===== src/rtl/adc_pkg.sv =====
// Shared types and constants for the averaging ADC acquisition block.
package adc_pkg;

  typedef enum logic [2:0] {
    IDLE,
    DLY,
    REQ,
    WAIT,
    DONE
  } adc_state_e;

  localparam int ADC_DATA_W      = 12;
  localparam int ADC_REQ_LEN_MIN = 2;

  // One guard bit above the worst-case sum of 2^avg_log2 samples.
  function automatic int adc_acc_width(input int data_w, input int avg_log2);
    return data_w + avg_log2 + 1;
  endfunction

endpackage


===== src/rtl/adc_avg_accum.sv =====
// Running accumulator with clear/add and scaled result register.
// ADC_AVG_ROUND_EN selects round-half-up instead of floor on the result.
module adc_avg_accum
  import adc_pkg::*;
#(
  parameter int DATA_W   = ADC_DATA_W,
  parameter int AVG_LOG2 = 3
) (
  input  logic                     clk_i,
  input  logic                     reset_i,
  input  logic                     clear,
  input  logic                     add,
  input  logic                     load,
  input  logic signed [DATA_W-1:0] sample,
  output logic signed [DATA_W-1:0] result
);

  localparam int ACC_W = adc_acc_width(DATA_W, AVG_LOG2);

`ifdef ADC_AVG_ROUND_EN
  localparam logic signed [ACC_W-1:0] OFFSET =
    (AVG_LOG2 == 0) ? ACC_W'(0) : ACC_W'(1) << ((AVG_LOG2 > 0) ? AVG_LOG2 - 1 : 0);
`else
  localparam logic signed [ACC_W-1:0] OFFSET = '0;
`endif

  logic signed [ACC_W-1:0] acc;

  // load reads the pre-clear sum, so DONE may load and clear in one cycle.
  always_ff @(posedge clk_i) begin
    if (reset_i) begin
      acc    <= '0;
      result <= '0;
    end else begin
      if (load) begin
        result <= DATA_W'((acc + OFFSET) >>> AVG_LOG2);
      end
      if (clear) begin
        acc <= '0;
      end else if (add) begin
        acc <= acc + ACC_W'(sample);
      end
    end
  end

endmodule


===== src/rtl/adc_avg_acquire.sv =====
// Burst ADC acquisition: sync-triggered req/rdy handshake over 2^AVG_LOG2
// samples, mean output, continuous mode and rdy timeout. Option: ADC_AVG_ROUND_EN.
module adc_avg_acquire
  import adc_pkg::*;
#(
  parameter int DATA_W    = ADC_DATA_W,
  parameter int AVG_LOG2  = 3,
  parameter int REQ_DELAY = 11,
  parameter int REQ_LEN   = ADC_REQ_LEN_MIN,
  parameter int TIMEOUT   = 64
) (
  input  logic              clk_i,
  input  logic              reset_i,
  input  logic              syncro_i,
  input  logic              cont_i,
  output logic              adc_data_req_o,
  input  logic              adc_data_rdy_i,
  input  logic [DATA_W-1:0] adc_data_i,
  output logic [DATA_W-1:0] data_o,
  output logic              data_rdy_o,
  output logic              busy_o,
  output logic              err_o
);

  localparam int CNT_MAX = (TIMEOUT > REQ_DELAY) ?
                           ((TIMEOUT > REQ_LEN) ? TIMEOUT : REQ_LEN) :
                           ((REQ_DELAY > REQ_LEN) ? REQ_DELAY : REQ_LEN);
  localparam int CNT_W = $clog2(CNT_MAX + 1);
  localparam logic [AVG_LOG2:0] LAST_SAMPLE = (AVG_LOG2 + 1)'((1 << AVG_LOG2) - 1);

  adc_state_e          state, state_next;
  logic [CNT_W-1:0]    cnt, cnt_next;
  logic [AVG_LOG2:0]   samp_cnt, samp_next;
  logic                acc_clr, acc_add, acc_load, err_next;

  always_ff @(posedge clk_i) begin
    if (reset_i) begin
      state          <= IDLE;
      cnt            <= '0;
      samp_cnt       <= '0;
      adc_data_req_o <= 1'b0;
      data_rdy_o     <= 1'b0;
      err_o          <= 1'b0;
    end else begin
      state          <= state_next;
      cnt            <= cnt_next;
      samp_cnt       <= samp_next;
      adc_data_req_o <= (state_next == REQ);
      data_rdy_o     <= acc_load;
      err_o          <= err_next;
    end
  end

  // DLY spans REQ_DELAY+1 cycles so the request rises REQ_DELAY+1 after sync.
  always_comb begin
    state_next = state;
    cnt_next   = cnt;
    samp_next  = samp_cnt;
    acc_clr    = 1'b0;
    acc_add    = 1'b0;
    acc_load   = 1'b0;
    err_next   = 1'b0;
    case (state)
      IDLE: begin
        if (syncro_i) begin
          state_next = DLY;
          cnt_next   = '0;
          samp_next  = '0;
          acc_clr    = 1'b1;
        end
      end
      DLY: begin
        if (cnt == CNT_W'(REQ_DELAY)) begin
          state_next = REQ;
          cnt_next   = '0;
        end else begin
          cnt_next = cnt + 1'b1;
        end
      end
      REQ: begin
        if (cnt == CNT_W'(REQ_LEN - 1)) begin
          state_next = WAIT;
          cnt_next   = '0;
        end else begin
          cnt_next = cnt + 1'b1;
        end
      end
      WAIT: begin
        if (adc_data_rdy_i) begin
          acc_add    = 1'b1;
          samp_next  = samp_cnt + 1'b1;
          cnt_next   = '0;
          state_next = (samp_cnt == LAST_SAMPLE) ? DONE : DLY;
        end else if (cnt == CNT_W'(TIMEOUT - 1)) begin
          state_next = IDLE;
          cnt_next   = '0;
          acc_clr    = 1'b1;
          err_next   = 1'b1;
        end else begin
          cnt_next = cnt + 1'b1;
        end
      end
      DONE: begin
        acc_load = 1'b1;
        if (cont_i) begin
          state_next = DLY;
          cnt_next   = '0;
          samp_next  = '0;
          acc_clr    = 1'b1;
        end else begin
          state_next = IDLE;
        end
      end
      default: state_next = IDLE;
    endcase
  end

  assign busy_o = (state != IDLE);

  adc_avg_accum #(
    .DATA_W   (DATA_W),
    .AVG_LOG2 (AVG_LOG2)
  ) u_accum (
    .clk_i   (clk_i),
    .reset_i (reset_i),
    .clear   (acc_clr),
    .add     (acc_add),
    .load    (acc_load),
    .sample  (adc_data_i),
    .result  (data_o)
  );

endmodule


===== config.mk =====
export PLATFORM = sky130hd
export DESIGN_NAME = adc_avg_acquire
export DESIGN_NICKNAME = d
export VERILOG_FILES = /design/src/rtl/adc_pkg.sv /design/src/rtl/adc_avg_accum.sv /design/src/rtl/adc_avg_acquire.sv
export SDC_FILE = /design/constraint.sdc
export NUM_CORES = 1
export LEC_CHECK = 0
export ABC_AREA = 1
export CORE_ASPECT_RATIO = 0.6
export CORE_UTILIZATION = 55
export CTS_BUF_LIST = sky130_fd_sc_hd__clkbuf_4
export DETAILED_ROUTE_END_ITERATION = 12
export PLACE_DENSITY = 0.87
export SETUP_SLACK_MARGIN = 0.02
export SKIP_LAST_GASP = 1
export SLEW_MARGIN = 0
export SYNTH_ARGS = -nofsm -noshare
export SYNTH_HDL_FRONTEND = slang
export SYNTH_SLANG_ARGS = --single-unit

===== constraint.sdc =====
create_clock -name clk_i -period 2.2 [get_ports clk_i]
set_input_delay 0.55 -clock clk_i [delete_from_list [all_inputs] [get_ports clk_i]]
set_output_delay 0.55 -clock clk_i [all_outputs]
set_load 0.01 [all_outputs]

[Yosys cells after proc, flatten, opt, wreduce, memory -nomap -nowiden]
Cells that the tools add are included.
Storage, ports and cells
  register bits after elaboration: 45
  bits in latches: 0
  memory bits (writable): 0
  memory bits (read-only): 0
  bits of input ports: 17
  output and inout bits: 16
  memories: 0
Cells by class
  add/subtract/negate cells: 3
  multiply operators: 0
  divide/modulo/power cells: 0
  magnitude comparators: 0
  equal/unequal tests: 12
  shifts and indexed selects: 0
  mux-type cells: 27
  bitwise gates (word level): 1
  reduce and logical (&&, ||, !) cells: 8
Operators with widths (count)
  $mux W7: 6
  $pmux W7 S5: 1
  $mux W3: 6
  $add A16 B12 Y16: 1
  $pmux W3 S5: 1
  $mux W4: 3
  $pmux W4 S3: 1
  $eq A3 B2 Y1 const B: 3
  $mux W1: 8
  $add A7 B1 Y7 const B: 1
  $eq A7 B1 Y1 const B: 1
  $eq A7 B4 Y1 const B: 1
  $eq A7 B6 Y1 const B: 1
  $ne A2 B2 Y1 const B: 3
  $reduce_bool A3 Y1: 2
  $reduce_bool A5 Y1: 1
  $add A4 B1 Y4 const B: 1
  $eq A4 B3 Y1 const B: 1
  $reduce_and A4 Y1: 1
  $reduce_or A2 Y1: 2
  $eq A3 B1 Y1 const B: 1
  $eq A3 B3 Y1 const B: 1
  $logic_not A3 Y1: 1
  $pmux W1 S3: 1
  other kinds (2): 2

[Longest topological paths before layout]
Gate-level depths: netlist of run 1.
  word-level depth: 5
  depth in mapped cells: 11

[Modules after synthesis]
From an unflattened synthesis of run 1, not the netlist that was laid out.
Second synthesis, totals
  cells, all modules: 460
  area, all modules: 2891.5 um^2
By module, submodules not included
  adc_avg_accum: times used 1, cells an instance 301, area an instance 1845.5 um^2
  adc_avg_acquire: times used 1, cells an instance 159, area an instance 1046.0 um^2

[Worst setup path after synthesis of run 1]
No wires, ideal clock.
  path type: input -> register
  from: input adc_data_i[0]
  to: register u_accum.acc[12]
  data arrival time: 1.760 ns
  path slack: 0.327 ns
  cell stages on the path: 10
  cell sequence: ha_1 > fa_1 > nand3_1 > nand3_1 > nand3_1 > nand3_1 > nand2_1 > nand2_1 > o21ai_1 > inv_1
Between the ends
  longest elaborated chain between the ends: 1
RTL lines
  from (decl): RTL line adc_avg_acquire.sv:18  | input logic [DATA_W-1:0] adc_data_i,
  $add A16 B12 Y16: RTL line adc_avg_accum.sv:41  | acc <= acc + ACC_W'(sample);
  to (signal assigned): RTL line adc_avg_accum.sv:41
  to (decl): RTL line adc_avg_accum.sv:27  | logic signed [ACC_W-1:0] acc;
No other way between the ends.
A chain may end at the register's enable or synchronous reset.

[Worst setup path after layout of run 1]
  from: register state[0]
  to: output busy_o
Between the ends
  longest elaborated chain between the ends: 1
RTL lines
  from (decl): RTL line adc_avg_acquire.sv:31  | adc_state_e state, state_next;
  from (signal assigned): RTL line adc_avg_acquire.sv:45  | state <= state_next;
  $reduce_bool A3 Y1: RTL line adc_avg_acquire.sv:118  | assign busy_o = (state != IDLE);
  to (decl): RTL line adc_avg_acquire.sv:21  | output logic busy_o,
No other way between the ends.

==> results of run 1 <==
==> worst max path at each step <==
stage               cells after the start           from  slack, ns              end
finish                                  5       state[0]       0.08           busy_o
global route                            5       state[0]      -0.01           busy_o
CTS                                     5       state[1]       0.02           busy_o
detailed placement                     10  adc_data_i[0]      -0.27   u_accum.acc[8]
global placement                       11  adc_data_i[0]      -0.18  u_accum.acc[12]
floorplan                              10  adc_data_i[0]       0.33  u_accum.acc[12]
==> power by group through the flow <==
stage	Sequential [mW]	Combinational, mW	Clock (mW)
after global routing	0.814	0.247	0.432
after floorplan	0.829	0.124	0
after CTS	0.814	0.216	0.401
after global placement	0.830	0.209	0
after detailed placement	0.831	0.215	0
final	0.812	0.226	0.392
==> sequential cells by signal, summed over array words and instances, names as in the netlist <==
register / cells
u_accum.acc: 15
data_rdy_o: 1
cnt: 7
adc_data_req_o: 1
u_accum.result: 12
state: 3
err_o: 1
samp_cnt: 4
==> synth_stat cells, drive strengths merged <==
library cell  instances
a21o                  1
a21oi                35
a22oi                 1
a31oi                 1
buf                   5
clkbuf                2
clkinv                1
dfxtp                44
fa                    1
ha                   17
inv                  59
nand2                94
nand3                30
nand4                 3
nor2                 55
nor3                  4
nor4                  1
o2111ai               1
o211ai                2
o21a                  1
o21ai                28
o21bai                2
o221ai                1
or2                   4
xnor2                 3
xor2                  4
==> cell type report <==
type                            count  area (sq um)  area share
Multi-Input combinational cell    289          1580       0.470
Sequential cell                    44           890       0.264
Clock buffer                        5          37.5      0.0112
Clock inverter                      3          13.8     0.00409
Inverter                           60           234      0.0695
Tap cell                           63          78.8      0.0234
Timing Repair Buffer               60           531       0.158
==> metrics by stage <==
step                       util  instances
final                     0.718        524
after detailed placement  0.702        515
after global routing      0.718        524
after CTS                 0.713        523
after floorplan               -        400
after global placement    0.702        515
==> layout by cell type (no fill, tap or decap), drive strengths merged, types with 2 or more instances in the layout <==
master         count
xor2               4
nand2             94
o21bai             2
nor3               4
xnor2              3
o211ai             2
a21oi             35
clkbuf             5
or2                4
nor2              55
buf               28
clkinv             4
nand4              3
nand3             30
clkdlybuf4s50     32
inv               59
ha                17
o21ai             28
dfxtp             44
==> repair_timing <==
item | in CTS | in global routing
gates resized for setup | 1 | 7
buffers inserted | 0 | 1
endpoints found under the hold margin | 0 | 0
endpoints found under the setup margin | 1 | 4
==> kinds of logic (layout without fill, tap and decap cells) <==
| logic type | after synthesis | in the layout | share of synthesized area |
|---|---|---|---|
| buf+inv | 67 | 128 | 0.106 |
| compound gates | 73 | 73 | 0.156 |
| fa+ha+maj | 18 | 18 | 0.0848 |
| flops | 44 | 44 | 0.321 |
| simple gates | 191 | 191 | 0.309 |
| xor+xnor | 7 | 7 | 0.0223 |
==> per-layer routing <==
metal / vias up / track usage / wire length [um]
li1: 1409 / - / -
met1: 1299 / 0.418 / 3550
met2: 126 / 0.414 / 3020
met3: 7 / 0.0705 / 608
met4: 0 / 0.0505 / 46
met5: - / 0 / 0
==> critical path, cell delays in order, from the launching register on <==
cell	delay (ns)
dfxtp_4	0.40
inv_4	0.09
nand2_1	0.09
nor2_4	0.12
inv_1	0.05
clkdlybuf4s50_1	0.47
==> out/qor.csv, run 1 <==
metric,value,unit
yosysTopAreaCell,dfxtp_1,
hp-class,reg -> reg,
wl,7.22,mm
outcome,completed,
max_freq,471,MHz
yosys-top-cells-area,"dfxtp_1, nand2_1, ha_1",
htree_levels,2,
drv_slew,0,
reg2reg_depth,9,
clock_power_share,0.274,
grt_max_degree,22,
fin_ws,0.0761,ns
r2r_start,cnt[0],
synth_top_area_frac,0.321,
clock_path_buffers,2,
start_kind,flip-flop,
power.internal,1.02,mW
drv_cap,0,
min_from,u_accum.acc[2],
numCtsBuffers,5,
synth_seq_cells,44,
dieWidth,93.2,um
whs_path_depth,2,
track_usage,0.282,
wl_per_cell,13.8,um
max_slew_margin,0.667,
cts_root_buf,clkbuf_4,
fin_area,0.00336,sq mm
syn_inst,400,
setup_viol,0,
drc_errors,0,
cp_max_fo,5,
finalCritPeriodShare,0.965,
fillers,385,
worst_pin_slew,0.494,ns
drive_above_1_share,0.152,
drt_iter0_markers,337,
initial_core_util,0.586,
grt_pass1_wl,11.6,mm
die_h,56.7,um
rsz0062_at_grt,true,
gr-total-overflow,0,
vias_per_cell,5.42,
holdBufCountCts,0,
dp_worst_setup_slack,-0.272,ns
firstDrtPassIters,6,
hold_ws,0.481,ns
cp.required,1.65,ns
gp_routability_congestion,0.991,
diodes,0,
antenna_left,0,
cts_tree,yes,
p_sw_frac,0.284,
hold_viol,0,
power_density,425,mW/mm^2
cts_sinks,44,
min_period,2.12,ns
placed_area,0.00329,sq mm
endpoint_kind,primary output,
synth_warnings,0,
syn-num-nets,435,
pwr-share-comb,0.158,
path_clk_slew,0.14,ns
die-area,0.00529,sq mm
hold_end,u_accum.acc[2],
cp.arrival,1.57,ns
peakVddDrop,454,uV
p_leak,1.57,nW
path_class,reg -> out,
p_sw,0.406,mW
power,1.43,mW
netlist-cell-type-count,41,
pwr-share-seq,0.568,
ff2ff_setup_slack,0.34,ns
seq_area_frac_synth,0.321,
grt_pass1_vias,2494,
io_buffers,32,
clk_latency,0.36,ns
hpwl,5.59,mm
syn_to_final_growth,22.6,%
reg2reg_to,u_accum.acc[6],
syn_area_per_cell,6.86,sq um
tns,0,ns
row_count,19,
nets,495,
antenna_found_initial,0,
coreArea,0.00468,sq mm
num_vias,2841,
syn-cell-area,0.00275,sq mm
num_io_pins,33,
fin_skew,0.0133,ns
Note: power is estimated with default switching activity, not from simulation.
==> inputs of run 2 (changes only) <==
Settings changed: CORE_UTILIZATION 55 to 52, PLACE_DENSITY 0.87 to 0.86.
Clock period 2.2 ns to 1.8 ns, I/O delays scaled along.
==> out/qor.csv, run 2 (synthesis results as in run 1) <==
metric,value,unit,change
max_slew_margin,0.746,,+0.0794
cp.arrival,2.20,ns,+0.63 ns
firstDrtPassIters,5,,-1
fin_skew,0.0186,ns,+0.00527 ns
worst_pin_slew,0.378,ns,-0.117 ns
path_cells,"clkdlybuf4s50_1, ha_2, nand2_2, nor2_1, nand2_1, nand3_2, nor2_1, o21ai_1, inv_1",,
fin_area,0.00380,sq mm,+13%
mostFrequentLayoutCells,"nand2_1, inv_1, nor2_1, buf_4, dfxtp_1",,
critical-path-top-delay-family,simple AND/OR/NAND/NOR gates,,
cts_root_buf,clkbuf_4,,
antenna_found_initial,0,,unchanged
endpoint_kind,flip-flop,,
hold_ws,0.470,ns,-0.0110 ns
largest_reg_flops,15,,unchanged
dieWidth,95.8,um,+2.8%
peakVddDrop,318,uV,-30%
finalCritPeriodShare,1.06,,
hold_viol,0,,unchanged
rsz0062_at_grt,true,,
placed_area,0.00339,sq mm,+3.2%
gp_routability_congestion,0.976,,-1.5%
setup_viol,2,,+2
initial_core_util,0.540,,-0.0458
num_vias,3210,,+13%
antenna_left,0,,unchanged
dr_wl_met2,4.18,mm,+39%
holdBufCountCts,0,,unchanged
p_leak,1.89,nW,+21%
fillers,342,,-11%
regMostFlops,u_accum.acc,,
start_kind,primary input,,
drc_errors,0,,unchanged
io_buffers,32,,unchanged
htree_levels,2,,unchanged
coreArea,0.00508,sq mm,+8.5%
drv_slew,0,,unchanged
fin_ws,-0.113,ns,-0.189 ns
power_density,522,mW/mm^2,+23%
grt_pass1_wl,12.3,mm,+6.7%
diodes,0,,unchanged
die_h,58.3,um,+2.7%
met3_length,1.04,mm,+71%
track_usage,0.294,,+0.0121
grt_pass1_vias,2764,,+11%
final_common_cell,nand2_1,,
clk_latency,0.39,ns,+0.03 ns
max_freq,523,MHz,
met1_length,3.71,mm,+4.5%
tns,-0.132,ns,-0.132 ns
dr.max_layer_used,met4,,
critPathSlowestCell,clkdlybuf4s50_1,,
crit_top_cell,nor2_1,,
critPathMaxStageDelay,0.41,ns,-0.06 ns
hp-class,reg -> reg,,
wl_per_cell,17.3,um,+26%
min_from,u_accum.acc[0],,
drt_iter0_markers,397,,+18%
numCtsBuffers,5,,unchanged
outcome,finished with violations,,
hpwl,5.64,mm,+0.94%
nets,512,,+3.4%
cts_sinks,44,,unchanged
gr-total-overflow,0,,unchanged
die-area,0.00558,sq mm,+5.6%
cts_tree,yes,,
num_io_pins,33,,unchanged
path_clk_slew,0.14,ns,about the same
seq_area,887,sq um,-0.28%
cp_max_fo,4,,-1
syn_to_final_growth,38.6,%,
crit_start,adc_data_i[10],,
cp.required,2.09,ns,+0.44 ns
drv_cap,0,,unchanged
clock_path_buffers,2,,unchanged
wl,9.42,mm,+30%
r2r_start,u_accum.acc[10],,
row_count,20,,+1
vias_per_cell,5.90,,+8.8%
min_period,1.91,ns,
crit_buf_inv,2,,-1
reg.largest.list,"u_accum.acc x15, u_accum.result x12, cnt x7",,
multi_input_area,0.00182,sq mm,+15%
violations,negative setup slack,,
grt_max_degree,19,,-14%
drive_above_1_share,0.270,,+0.118
path_class,in -> reg,,
## run 2: power breakdown
group	internal, mW	switching (mW)	leakage (nW)
Clock	0.291	0.376	0.0428
Sequential	0.983	0.00860	0.357
Combinational	0.145	0.182	1.49
Total	1.42	0.567	1.89
## run 2: final cells by class
cell class / count / area share
clock inverters: 3 / 0.0112
well taps: 66 / 0.0217
flip-flops and latches: 44 / 0.233
multi-input cells: 289 / 0.480
clock buffers: 5 / 0.00987
inverters: 60 / 0.0609
repair buffers: 77 / 0.184
## run 2: routing by layer
layer  up-vias  GRT usage
li1       1447          -
met1      1458      0.384
met2       240      0.483
met3        65     0.0604
met4         0      0.109
met5         -          0
## run 2: what timing repair did
item | CTS | global route
endpoints found under the hold margin | 0 | 0
buffers inserted | 1 | 5
endpoints found under the setup margin | 10 | 24
resized for setup | 15 | 55
pin swaps | 6 | 19
## run 2: final timing paths
kind,to,slack [ns],depth (start not counted)
setup / recovery,u_accum.acc[12],-0.11,9
hold / removal,u_accum.acc[0],0.47,2
setup reg to reg,u_accum.acc[12],0.03,8
hold reg to reg,u_accum.acc[0],0.47,2
## run 2: per-stage QoR
stage           util  std cells  worst slack [ns]  power (mW)
4_1_cts        0.696        539           0.00161        1.93
5_1_grt        0.749        544            -0.133        2.05
2_1_floorplan      -        400            0.0267        1.16
3_3_place_gp   0.668        530            -0.472        1.28
3_5_place_dp   0.668        530            -0.551        1.29
6_report       0.749        544            -0.113        1.99
## run 2: worst reg2reg max path, delay by kind of cell (launching register included)
family,cells,cell delay [ns]
compound gates,1,0.12
buf+inv,1,0.05
fa+ha+maj,1,0.39
simple gates,5,0.79
flops,1,0.34
